$ cat src/rtl/game_pkg.sv
// Shared encodings for the game memory arbiter: update opcodes, fixed word
// addresses, FSM states and requester identifiers.
package game_pkg;

    localparam logic [1:0] OP_ADD   = 2'b00;
    localparam logic [1:0] OP_CLEAR = 2'b01;

    localparam int SCORE_ADDR = 0;
    localparam int TOP_ADDR   = 1;

    typedef enum logic [2:0] {
        IDLE,
        RD_A,
        WAIT_A,
        RD_B,
        WAIT_B,
        WRITE,
        DONE
    } state_t;

    typedef enum logic [1:0] {
        REQ_UPD,
        REQ_CMT,
        REQ_DSP
    } req_t;

endpackage

$ cat src/rtl/score_mem_arbiter.sv
// Single owner of the game_mem RAM: serves score updates, top-score commits and
// display reads one at a time with fixed priority upd > cmt > dsp.
module score_mem_arbiter #(
    parameter int ADDR_W     = 5,
    parameter int DATA_W     = 8,
    parameter int RD_LAT     = 2,
    parameter int SCORE_ADDR = game_pkg::SCORE_ADDR,
    parameter int TOP_ADDR   = game_pkg::TOP_ADDR
) (
    input  logic              clk,
    input  logic              resetn,
    input  logic              upd_req,
    input  logic [1:0]        upd_op,
    input  logic [DATA_W-1:0] upd_delta,
    output logic              upd_done,
    input  logic              cmt_req,
    output logic              cmt_done,
    output logic              cmt_new_record,
    input  logic              dsp_req,
    input  logic [ADDR_W-1:0] dsp_addr,
    output logic [DATA_W-1:0] dsp_data,
    output logic              dsp_done,
    output logic [ADDR_W-1:0] mem_address,
    output logic [DATA_W-1:0] mem_data,
    output logic              mem_wren,
    input  logic [DATA_W-1:0] mem_q,
    output logic              busy
);
    import game_pkg::state_t;
    import game_pkg::req_t;
    import game_pkg::OP_ADD;
    import game_pkg::OP_CLEAR;
    import game_pkg::IDLE;
    import game_pkg::RD_A;
    import game_pkg::WAIT_A;
    import game_pkg::RD_B;
    import game_pkg::WAIT_B;
    import game_pkg::WRITE;
    import game_pkg::DONE;
    import game_pkg::REQ_UPD;
    import game_pkg::REQ_CMT;
    import game_pkg::REQ_DSP;

    localparam logic [ADDR_W-1:0] SCORE_A   = ADDR_W'(SCORE_ADDR);
    localparam logic [ADDR_W-1:0] TOP_A     = ADDR_W'(TOP_ADDR);
    localparam logic [1:0]        WAIT_LOAD = (RD_LAT > 1) ? 2'(RD_LAT - 2) : 2'd0;

    state_t            state_reg;
    req_t              kind_reg;
    logic [DATA_W-1:0] delta_reg;
    logic [DATA_W-1:0] score_reg;
    logic [1:0]        wait_reg;
    logic [DATA_W:0]   sum_next;

    // One extra bit catches the carry that forces saturation.
    assign sum_next = {1'b0, mem_q} + {1'b0, delta_reg};

    always_ff @(posedge clk) begin
        if (!resetn) begin
            state_reg      <= IDLE;
            kind_reg       <= REQ_UPD;
            delta_reg      <= '0;
            score_reg      <= '0;
            wait_reg       <= '0;
            mem_address    <= '0;
            mem_data       <= '0;
            mem_wren       <= 1'b0;
            upd_done       <= 1'b0;
            cmt_done       <= 1'b0;
            cmt_new_record <= 1'b0;
            dsp_data       <= '0;
            dsp_done       <= 1'b0;
            busy           <= 1'b0;
        end else begin
            mem_wren       <= 1'b0;
            upd_done       <= 1'b0;
            cmt_done       <= 1'b0;
            cmt_new_record <= 1'b0;
            dsp_done       <= 1'b0;
            case (state_reg)
                IDLE: begin
                    if (upd_req) begin
                        kind_reg  <= REQ_UPD;
                        delta_reg <= upd_delta;
                        busy      <= 1'b1;
                        if (upd_op == OP_ADD) begin
                            mem_address <= SCORE_A;
                            state_reg   <= RD_A;
                        end else if (upd_op == OP_CLEAR) begin
                            mem_address <= SCORE_A;
                            mem_data    <= '0;
                            mem_wren    <= 1'b1;
                            state_reg   <= WRITE;
                        end else begin
                            upd_done  <= 1'b1;
                            state_reg <= DONE;
                        end
                    end else if (cmt_req) begin
                        kind_reg    <= REQ_CMT;
                        mem_address <= SCORE_A;
                        busy        <= 1'b1;
                        state_reg   <= RD_A;
                    end else if (dsp_req) begin
                        kind_reg    <= REQ_DSP;
                        mem_address <= dsp_addr;
                        busy        <= 1'b1;
                        state_reg   <= RD_A;
                    end
                end
                RD_A, WAIT_A: begin
                    if (state_reg == RD_A && RD_LAT > 1) begin
                        wait_reg  <= WAIT_LOAD;
                        state_reg <= WAIT_A;
                    end else if (state_reg == WAIT_A && wait_reg != 2'd0) begin
                        wait_reg <= wait_reg - 2'd1;
                    end else begin
                        case (kind_reg)
                            REQ_UPD: begin
                                mem_data  <= sum_next[DATA_W] ? {DATA_W{1'b1}} : sum_next[DATA_W-1:0];
                                mem_wren  <= 1'b1;
                                state_reg <= WRITE;
                            end
                            REQ_CMT: begin
                                score_reg   <= mem_q;
                                mem_address <= TOP_A;
                                state_reg   <= RD_B;
                            end
                            default: begin
                                dsp_data  <= mem_q;
                                dsp_done  <= 1'b1;
                                state_reg <= DONE;
                            end
                        endcase
                    end
                end
                RD_B, WAIT_B: begin
                    if (state_reg == RD_B && RD_LAT > 1) begin
                        wait_reg  <= WAIT_LOAD;
                        state_reg <= WAIT_B;
                    end else if (state_reg == WAIT_B && wait_reg != 2'd0) begin
                        wait_reg <= wait_reg - 2'd1;
                    end else if (score_reg > mem_q) begin
                        mem_data  <= score_reg;
                        mem_wren  <= 1'b1;
                        state_reg <= WRITE;
                    end else begin
                        cmt_done  <= 1'b1;
                        state_reg <= DONE;
                    end
                end
                WRITE: begin
                    // Only updates and record-breaking commits ever write.
                    if (kind_reg == REQ_CMT) begin
                        cmt_done       <= 1'b1;
                        cmt_new_record <= 1'b1;
                    end else begin
                        upd_done <= 1'b1;
                    end
                    state_reg <= DONE;
                end
                DONE: begin
                    busy      <= 1'b0;
                    state_reg <= IDLE;
                end
                default: begin
                    busy      <= 1'b0;
                    state_reg <= IDLE;
                end
            endcase
        end
    end

endmodule

$ cat config.mk
export PLATFORM = sky130hd
export DESIGN_NAME = score_mem_arbiter
export DESIGN_NICKNAME = d
export VERILOG_FILES = /design/src/rtl/game_pkg.sv /design/src/rtl/score_mem_arbiter.sv
export SDC_FILE = /design/constraint.sdc
export NUM_CORES = 1
export LEC_CHECK = 0
export BUFFER_PORTS_ARGS = -buffer_cell sky130_fd_sc_hd__buf_2
export CORE_MARGIN = 3
export CORE_UTILIZATION = 40
export CTS_CLUSTER_SIZE = 16
export DETAILED_ROUTE_END_ITERATION = 6
export PLACE_DENSITY = 0.59
export SYNTH_ARGS = -nofsm -noshare
export SYNTH_HDL_FRONTEND = slang
export SYNTH_SLANG_ARGS = --single-unit
$ cat constraint.sdc
create_clock -name clk -period 5 [get_ports clk]
set_input_delay 0.5 -clock clk [delete_from_list [all_inputs] [get_ports clk]]
set_output_delay 0.5 -clock clk [all_outputs]
set_load 0.005 [all_outputs]
-- Yosys cells after proc, flatten, opt, wreduce, memory -nomap -nowiden
Index checks and enable logic that the tools add are counted.
- $add $sub $neg: 2
- magnitude comparators: 1
- equal/unequal tests: 23
- multiplexer cells: 65
- bitwise logic cells: 6
- reductions and logical operators: 25
- operators by type and width (cell ; number):
    two-way mux 8 bit ; 10
    two-way mux 5 bit ; 8
    two-way mux 3 bit ; 8
    case mux 8 bit (3 select lines) ; 1
    two-way mux 1 bit ; 21
    inequality test 2 bit (second input constant) ; 10
    two-way mux 2 bit ; 9
    inequality test 3 bit (second input constant) ; 4
    case mux 3 bit (4 select lines) ; 1
    case mux 5 bit (2 select lines) ; 1
    AND reduction 10 bit ; 1
    adder 8 x 8 -> 9 bit ; 1
    > comparator 8 bit ; 1
    inequality test 4 bit (second input constant) ; 2
    AND reduction 2 bit ; 4
    AND reduction 4 bit ; 2
    equality test 3 x 2 -> 1 bit (second input constant) ; 2
    equality test 3 bit (second input constant) ; 2
    inverter 1 bit ; 6
    case mux 1 bit (2 select lines) ; 3
    case mux 3 bit (2 select lines) ; 1
    AND reduction 3 bit ; 2
    AND reduction 6 bit ; 1
    nonzero test 2 bit ; 3
    other kinds (12) ; 18
- register bits: 50
- input bits: 28
- output and inout bits: 27
- logic and storage cells: 136

-- Logic depth before layout (Yosys ltp)
Gate-level depths: netlist of run 1.
- depth in word-level cells: 6
- depth in mapped cells: 9
- gate-level depth less buffers: 8

-- Least setup slack after synthesis of run 1
OpenSTA, ideal clock, no wires.
- path kind: input to register
- start: input mem_q[0]
- end: register mem_data[5]
- setup time: 0.126 ns
- arrival time: 2.215 ns
- data required time: 4.874 ns
- path slack: 2.659 ns
- cell stages on the path: 8
- buffers on the path: 0
- path through: ha_1 > fa_1 > a211oi_2 > o21ai_1 > o21a_1 > o311a_1 > nor2_4 > a31oi_1
- word-level cells in the longest chain between the ends: 6
- elaborated cells between the ends (all ways): 9
- classes of those cells: add/sub: 1; order compare: 1; eq/ne: 1; mux: 5; reduce/logical: 1
- ends and longest elaborated chain (element ; line ; text):
    start, declared ; score_mem_arbiter.sv:26 ; input logic [DATA_W-1:0] mem_q,
    adder 8 x 8 -> 9 bit ; score_mem_arbiter.sv:56 ; assign sum_next = {1'b0, mem_q} + {1'b0, delta_reg};
    two-way mux 8 bit ; score_mem_arbiter.sv:119 ; mem_data <= sum_next[DATA_W] ? {DATA_W{1'b1}} : sum_next[DATA_W-1:0];
    two-way mux 8 bit ; score_mem_arbiter.sv:117 ; case (kind_reg)
    two-way mux 8 bit ; score_mem_arbiter.sv:114 ; end else if (state_reg == WAIT_A && wait_reg != 2'd0) begin
    two-way mux 8 bit ; score_mem_arbiter.sv:111 ; if (state_reg == RD_A && RD_LAT > 1) begin
    case mux 8 bit (3 select lines) ; score_mem_arbiter.sv:80 ; case (state_reg)
    end signal, assigned ; score_mem_arbiter.sv:119 ;
    end signal, assigned ; score_mem_arbiter.sv:143 ; mem_data <= score_reg;
    end, declared ; score_mem_arbiter.sv:24 ; output logic [DATA_W-1:0] mem_data,
Several ways; a longest one is shown, not always the timed one. The select of a mux whose other input is x is not followed.
A chain may end at the register's enable or synchronous reset.

-- Final worst setup path of run 1
- start: input mem_q[0]
- end: register mem_data[6]
The elaborated chain is that of the path after synthesis.

==> results of run 1 <==
[Yosys cell counts, types with 2 or more instances]
| library cell | count | area [sq um] |
|---|---|---|
| a21oi_1 | 54 | 270 |
| nor2_1 | 52 | 195 |
| dfxtp_1 | 50 | 1000 |
| nand2_1 | 39 | 146 |
| ha_1 | 17 | 213 |
| o21ai_0 | 17 | 85.1 |
| inv_1 | 12 | 45.0 |
| nand3_1 | 10 | 50.1 |
| buf_2 | 9 | 45.0 |
| nor3_1 | 8 | 40.0 |
| clkbuf_1 | 7 | 26.3 |
| nand2b_1 | 7 | 43.8 |
| a211oi_1 | 5 | 37.5 |
| mux2i_1 | 5 | 50.1 |
| a31oi_1 | 4 | 25.0 |
| nor2b_1 | 4 | 25.0 |
| o21a_1 | 4 | 30.0 |
| o21ai_1 | 4 | 20.0 |
| a21o_1 | 3 | 22.5 |
| a32oi_1 | 3 | 26.3 |
| and2_1 | 3 | 18.8 |
| and4b_1 | 3 | 30.0 |
| a2111oi_0 | 2 | 17.5 |
| a31o_2 | 2 | 17.5 |
| and3_1 | 2 | 12.5 |
| and4_1 | 2 | 17.5 |
| buf_4 | 2 | 15.0 |
| inv_2 | 2 | 7.51 |
| nand4_1 | 2 | 12.5 |
| nor2_4 | 2 | 22.5 |
| o2111ai_1 | 2 | 17.5 |
| o211ai_1 | 2 | 15.0 |
| o22ai_1 | 2 | 12.5 |
| or3_1 | 2 | 12.5 |
[per-stage QoR]
step / util (%) / hold slack, ns
after floorplan: - / 0.440
after global placement: 47.5 / 0.437
after detailed placement: 47.5 / 0.440
after CTS: 48.7 / 0.418
after global routing: 48.7 / 0.431
final: 48.7 / 0.422
[cell type report]
type	count	area [sq um]
multi-input cells	281	1680
well taps	93	116
inverters	15	56.3
flip-flops and latches	50	1000
clock buffers	7	76.3
fillers	722	3390
repair buffers	56	285
[critical path, cell delays in order]
cell,delay [ns]
buf_2,0.13
ha_1,0.22
fa_1,0.43
a211oi_2,0.26
o21ai_1,0.13
o21a_1,0.21
o311a_1,0.33
nor2_4,0.18
a31oi_1,0.10
[layout by cell type (no fill, tap or decap), drive strengths merged, types with 2 or more instances in the layout]
cell / count
mux2i: 5
inv: 14
nand2: 39
o21a: 4
and4b: 3
a211oi: 6
and2: 3
a31oi: 4
nor2: 54
a21oi: 55
o22ai: 2
o2111ai: 2
nand3: 10
ha: 17
a32oi: 3
nand2b: 7
a31o: 2
o211ai: 2
nand4: 2
and4: 2
and3: 2
nor3: 10
o21ai: 22
clkbuf: 7
dfxtp: 50
buf: 56
nor2b: 4
or3: 2
a2111oi: 3
a21o: 3
[final timing paths]
kind	cells after the start	startpoint	slack (ns)	end
setup / recovery	9	mem_q[0]	2.69	mem_data[6]
hold / removal	3	upd_delta[4]	0.42	delta_reg[4]
setup reg to reg	8	delta_reg[0]	2.71	mem_data[6]
hold reg to reg	2	mem_address[1]	0.45	mem_address[1]
[cells by family after synthesis]
logic type / Yosys count / share of synthesized area, %
simple gates: 140 / 23.6
mux: 5 / 1.77
buf+inv: 33 / 5.05
xor+xnor: 2 / 0.621
flops: 50 / 35.5
fa+ha+maj: 18 / 8.24
compound gates: 116 / 25.3
[layer usage]
layer	global-route usage [%]	vias up	share of wire (%)
met5	0	-	0
met4	4.21	0	1.3
met3	3.59	7	4.7
met2	26.9	63	43
met1	25.5	1209	51
li1	-	1385	-
[power by group through the flow]
stage | Clock, mW | Combinational [mW] | Sequential (mW)
after floorplan | 0 | 0.521 | 0.538
after global placement | 0 | 0.668 | 0.563
after detailed placement | 0 | 0.674 | 0.566
after CTS | 0.233 | 0.677 | 0.557
after global routing | 0.248 | 0.766 | 0.570
final | 0.228 | 0.678 | 0.557
==> flow_summary.toml, run 1 <==
[grt]
gr-total-overflow = 0
antenna_found_initial = 0
grt_max_degree = 37
grt_pass1_vias = 2407
grt_pass1_wl_mm = 12.0
track_usage_pct = 17.7

[timing]
max_slew_margin_pct = 33.3
hold_viol_final = 0
slew_viol_final = 0
layout_min_cycle_time_ns = 2.31
final.period_utilization_pct = 46.2
setup_ws_ns = 2.69
tightest_slew_ns = 0.994
max_freq_ghz = 0.433
setup_viol = 0
worst_clock_skew_ns = 0.00743
fin_setup_tns_ns = 0
rsz0062_at_grt = "no"

[synthesis]
synth_seq_cells = 50
synth_cell_types = 54
synth_fp_nets = 410
syn_inst = 364
mappedNetlistArea_sq_mm = 0.00282
async_flop_share_pct = 0
synth_ff_type = "dfxtp_1"
synth_edf_count = 0
synth.avg_cell_area_sq_um = 7.75
yosys_warnings = 0
ys_seq_area_share_pct = 35.5

[critical_path]
crit_fanout = 7
criticalPathCategory = "in -> reg"
cp-end-kind = "flip-flop"
cp.required_ns = 5.19
start_kind = "input pin"
cp.arrival_ns = 2.50

[placement]
place_inst = 495
place_congestion = 0.828
io_buffers = 54
placed_area_sq_mm = 0.00314
pre_cts_ws_ns = 2.37
hpwl_mm = 5.23

[routing]
vias = 2664
routed_wirelength_mm = 7.20
detail-route-antenna-nets = 0
drt_iter0_markers = 137
wl_per_cell_um = 14.3
drc = 0
via_per_inst = 5.31
drt_first_pass_iters = 4

[power]
total_power_mw = 1.46
swShare_pct = 42.7
ir_drop_mv = 0.170
clock_power_share_pct = 15.6
cell_internal_pwr_mw = 0.838
power_density_mw_per_mm2 = 455
p_sw_mw = 0.625
p_comb_share_pct = 46.4
seqPwrFrac_pct = 38.1
p_leak_nw = 1.40

[outcome]
status = "finished clean"

[floorplanning]
core_area_sq_mm = 0.00660
ios = 55
initial_utilization_pct = 42.7
die_x_um = 90.0
die_h_um = 90.0
row_count = 29
dieArea_sq_mm = 0.00810

[clock_tree]
clock_latency_ns = 0.30
clock_sink_count = 50
cts_htree_levels = 2
postCtsSetupBuffers = 0
cts-root-buf = "clkbuf_8"
path_clk_slew_ns = 0.09
cts_resized = 0
cts_hold_buf = 0
cts_inserted_buffers = 5
clockBufferDepth = 2
cts_tree = "yes"

[cells_and_area]
area_growth_pct = 13.9
num_antenna_cells = 0
layout-drive-gt1-share_pct = 18.1
stdcell_area_sq_mm = 0.00321
layoutNonFillerInstCount = 502
fin_nets = 455

[min_path]
hp-class = "in -> reg"

[job]
drv_cap = 0
No activity file was read; power rests on OpenSTA's default activity.
==> run 2, diff against run 1 <==
==> constraint.sdc (replaced) <==
create_clock -name clk -period 2.4 [get_ports clk]
set_input_delay 0.24 -clock clk [delete_from_list [all_inputs] [get_ports clk]]
set_output_delay 0.24 -clock clk [all_outputs]
set_load 0.005 [all_outputs]
==> flow_summary.toml, run 2 (synthesis gave the netlist of run 1 again) <==
[critical_path]
max_stage_delay_ns = 0.41
cp.buffers_inverters = 0
cp.depth = 8
path_cells = "ha_1, fa_1, a211oi_2, o21ai_2, o21a_1, o311a_1, nor2_4, a31oi_1"
crit_path_end = "mem_data[6]"
worst-r2r-cell-count = 8
cp.required_ns = 2.59
r2r_start = "delta_reg[0]"
slowest_stage = "fa_1"
crit_fanout = 7
start_kind = "flip-flop"
cp-end-kind = "flip-flop"
reg2reg_slack_ns = 0.12
cp.arrival_ns = 2.47
r2r_end = "mem_data[6]"
criticalPathCategory = "reg -> reg"
startpoint = "delta_reg[0]"
crit_family = "compound AO/OA/AOI/OAI gates"

[power]
power_density_mw_per_mm2 = 973
p_leak_nw = 1.47
ir_drop_mv = 0.364

[timing]
tightest_slew_ns = 0.458
worst_clock_skew_ns = 0.00565
layout_min_cycle_time_ns = 2.28
setup_viol = 0
hold_viol_final = 0
rsz0062_at_grt = "no"
fin_setup_tns_ns = 0
max_slew_margin_pct = 69.2
max_freq_ghz = 0.439
slew_viol_final = 0
final.period_utilization_pct = 95.0
timing.hold.ws_ns = 0.161

[floorplanning]
die_x_um = 90.0
initial_utilization_pct = 42.7
core_area_sq_mm = 0.00660
dieArea_sq_mm = 0.00810
row_count = 29
die_h_um = 90.0
ios = 55

[grt]
gr-total-overflow = 0
antenna_found_initial = 0
use_met3_pct = 3.42
grt_max_degree = 36
use_met1_pct = 27.7
busiest_layer = "met1"
grt.met2_usage_pct = 25.9
track_usage_pct = 18.2
grt_pass1_vias = 2385
grt_pass1_wl_mm = 12.2

[routing]
drc = 0
wl_per_cell_um = 14.4
drt_iter0_markers = 250
routed_wirelength_mm = 7.40
detail-route-antenna-nets = 0
vias = 2707
drt_first_pass_iters = 4
via_per_inst = 5.28

[cells_and_area]
utilization_pct = 50.3
final_cell_mix = "a21oi_1 (54), buf_2 (54), nor2_1 (52)"
layout-drive-gt1-share_pct = 20.5
fillers = 705
num_antenna_cells = 0
layoutNonFillerInstCount = 513
area_growth_pct = 17.7
fin_nets = 465

[outcome]
status = "finished clean"

[min_path]
hp-class = "in -> reg"
whs_path_depth = 3

[clock_tree]
clock_sink_count = 50
cts_htree_levels = 2
cts-root-buf = "clkbuf_8"
cts_hold_buf = 0
postCtsSetupBuffers = 0
cts_resized = 0
path_clk_slew_ns = 0.09
cts_inserted_buffers = 5
clockBufferDepth = 2
cts_tree = "yes"
clock_latency_ns = 0.31

[placement]
io_buffers = 54
hpwl_mm = 5.54
place_congestion = 0.857
place_inst = 505

[job]
drv_cap = 0
run 2: worst min-delay path by stage:
| stage | startpoint | endpoint | slack [ns] |
|---|---|---|---|
| 6_report | upd_delta[4] | delta_reg[4] | 0.16 |
| 5_1_grt | upd_delta[3] | delta_reg[3] | 0.15 |
| 4_1_cts | upd_delta[2] | delta_reg[2] | 0.15 |
| 3_5_place_dp | mem_address[4] | mem_address[4] | 0.45 |
| 3_3_place_gp | mem_address[4] | mem_address[4] | 0.44 |
| 2_1_floorplan | upd_delta[0] | delta_reg[0] | 0.38 |
run 2: per-layer routing:
metal	wire length (um)	part of all wire, %
met5	0	0
met4	57	0.77
met3	415	5.6
met2	3090	42
met1	3840	52
run 2: layout make-up:
type | instances | area, sq um | share of cell area [%]
Multi-Input combinational cell | 281 | 1680 | 50.6
Inverter | 15 | 56.3 | 1.69
Clock buffer | 7 | 76.3 | 2.30
Tap cell | 93 | 116 | 3.50
Sequential cell | 50 | 1000 | 30.1
Clock inverter | 1 | 30.0 | 0.904
Timing Repair Buffer | 66 | 360 | 10.8
run 2: where the power goes:
group	internal [mW]	leakage, nW	total, mW	switching (mW)
combinational	0.581	1.01	1.46	0.883
clock	0.313	0.0524	0.600	0.287
sequential	1.01	0.407	1.17	0.163
run 2: worst reg2reg max path, stage by stage, from the launching register on:
cell	delay, ns
dfxtp_1	0.33
ha_1	0.20
fa_1	0.41
a211oi_2	0.27
o21ai_2	0.12
o21a_1	0.21
o311a_1	0.34
nor2_4	0.20
a31oi_1	0.10
run 2: per-stage QoR:
stage	worst slack, ns	instance area (sq um)	total power, mW
after floorplan	0.276	2820	2.21
after global placement	0.0921	3210	2.62
after detailed placement	0.0405	3210	2.64
after CTS	0.110	3320	3.24
after global routing	0.00645	3320	3.48
final	0.121	3320	3.23
==> run 3, diff against run 2 <==
--- a/config.mk
+++ b/config.mk
@@ -11,6 +11,7 @@
 export CTS_CLUSTER_SIZE = 16
 export DETAILED_ROUTE_END_ITERATION = 6
 export PLACE_DENSITY = 0.59
+export SETUP_SLACK_MARGIN = 0.2
 export SYNTH_ARGS = -nofsm -noshare
 export SYNTH_HDL_FRONTEND = slang
 export SYNTH_SLANG_ARGS = --single-unit
==> flow_summary.toml, run 3 (synthesis gave the netlist of run 1 again) <==
[routing]
vias = 2722
drt_iter0_markers = 243
drc = 0
wl_per_cell_um = 14.4
routed_wirelength_mm = 7.43
detail-route-antenna-nets = 0
drt_first_pass_iters = 5
via_per_inst = 5.29

[job]
drv_cap = 0

[cells_and_area]
stdcell_area_sq_mm = 0.00338
layout-drive-gt1-share_pct = 22.3
num_antenna_cells = 0
area_growth_pct = 19.7
final_common_cell = "buf_2"
final_cell_mix = "buf_2 (54), a21oi_1 (52), nor2_1 (52)"
fin_nets = 467

[clock_tree]
cts_inserted_buffers = 5
cts_hold_buf = 0
cts_tree = "yes"
cts-root-buf = "clkbuf_8"
clockBufferDepth = 2
clock_latency_ns = 0.31
clock_sink_count = 50
path_clk_slew_ns = 0.09
cts_htree_levels = 2

[placement]
placed_area_sq_mm = 0.00321
place_congestion = 0.857
hpwl_mm = 5.54
io_buffers = 54

[min_path]
hp-class = "in -> reg"

[grt]
gr-total-overflow = 0
track_usage_pct = 18.3
grt_pass1_vias = 2402
antenna_found_initial = 0
grt_pass1_wl_mm = 12.3
grt_max_degree = 36

[timing]
max_slew_margin_pct = 69.2
hold_viol_final = 0
tightest_slew_ns = 0.458
slew_viol_final = 0
max_freq_ghz = 0.461
fin_setup_tns_ns = 0
setup_viol = 0
final.period_utilization_pct = 90.4
worst_clock_skew_ns = 0.00672
layout_min_cycle_time_ns = 2.17
rsz0062_at_grt = "yes"

[critical_path]
start_kind = "flip-flop"
crit_fanout = 7
cp-end-kind = "flip-flop"
cp.arrival_ns = 2.36
criticalPathCategory = "reg -> reg"
cp.required_ns = 2.59

[floorplanning]
die_h_um = 90.0
die_x_um = 90.0
initial_utilization_pct = 42.7
row_count = 29
core_area_sq_mm = 0.00660
ios = 55
dieArea_sq_mm = 0.00810

[power]
power_density_mw_per_mm2 = 972
ir_drop_mv = 0.366
total_power_mw = 3.28
p_leak_nw = 1.48

[outcome]
status = "finished clean"
run 3: cell types whose count changed in the layout (fill, tap and decap cells not counted), sizes merged:
cell / change
buf: +2
run 3: worst paths after layout:
check,depth (start not counted),slack [ns],to,from
worst min register to register,2,0.45,mem_address[3],mem_address[3]
worst min-delay path,3,0.16,delta_reg[4],upd_delta[4]
worst max-delay path,8,0.23,mem_data[6],delta_reg[0]
worst max register to register,8,0.23,mem_data[6],delta_reg[0]
run 3: critical path, stage by stage, from the launching register on:
cell and delay, ns:
dfxtp_2 0.35, ha_4 0.16, fa_2 0.37, a211oi_4 0.24, o21ai_2 0.09, o21a_1 0.21, o311a_1 0.34, nor2_4 0.19
a31oi_1 0.10
run 3: layout make-up:
class | count | area [sq um]
Clock buffer | 7 | 76.3
Multi-Input combinational cell | 281 | 1720
Sequential cell | 50 | 1000
Timing Repair Buffer | 68 | 375
Inverter | 15 | 56.3
Tap cell | 93 | 116
Fill cell | 695 | 3220
Clock inverter | 1 | 30.0
run 3: repair_timing:
item | in CTS | in global routing
gates resized for setup | 2 | 8
pin swaps | 3 | 3
setup buffers | 1 | 1
setup endpoints to repair | 7 | 8
run 3: report_power, final:
part           total [mW]  leakage, nW  internal (mW)  switching (mW)
registers            1.17        0.407           1.01           0.164
logic                1.51         1.02          0.613           0.901
clock network       0.598       0.0524          0.313           0.286
run 3: through the flow:
step / hold slack [ns] / std cells / utilization [%] / worst slack, ns
global route: 0.154 / 515 / 51.2 / 0.159
CTS: 0.154 / 514 / 50.5 / 0.206
floorplan: 0.376 / 364 / - / 0.276
finish: 0.159 / 515 / 51.2 / 0.230
global placement: 0.439 / 505 / 48.7 / 0.0921
detailed placement: 0.448 / 505 / 48.7 / 0.0405
run 3: per-layer routing:
| layer | routed length [um] | global-route usage (%) | vias to the layer above | share of wire, % |
|---|---|---|---|---|
| met5 | 0 | 0 | - | 0 |
| met4 | 71 | 4.85 | 0 | 0.96 |
| met3 | 453 | 3.42 | 7 | 6.1 |
| met2 | 3140 | 26.3 | 87 | 42 |
| met1 | 3760 | 27.6 | 1210 | 51 |
| li1 | - | - | 1418 | - |
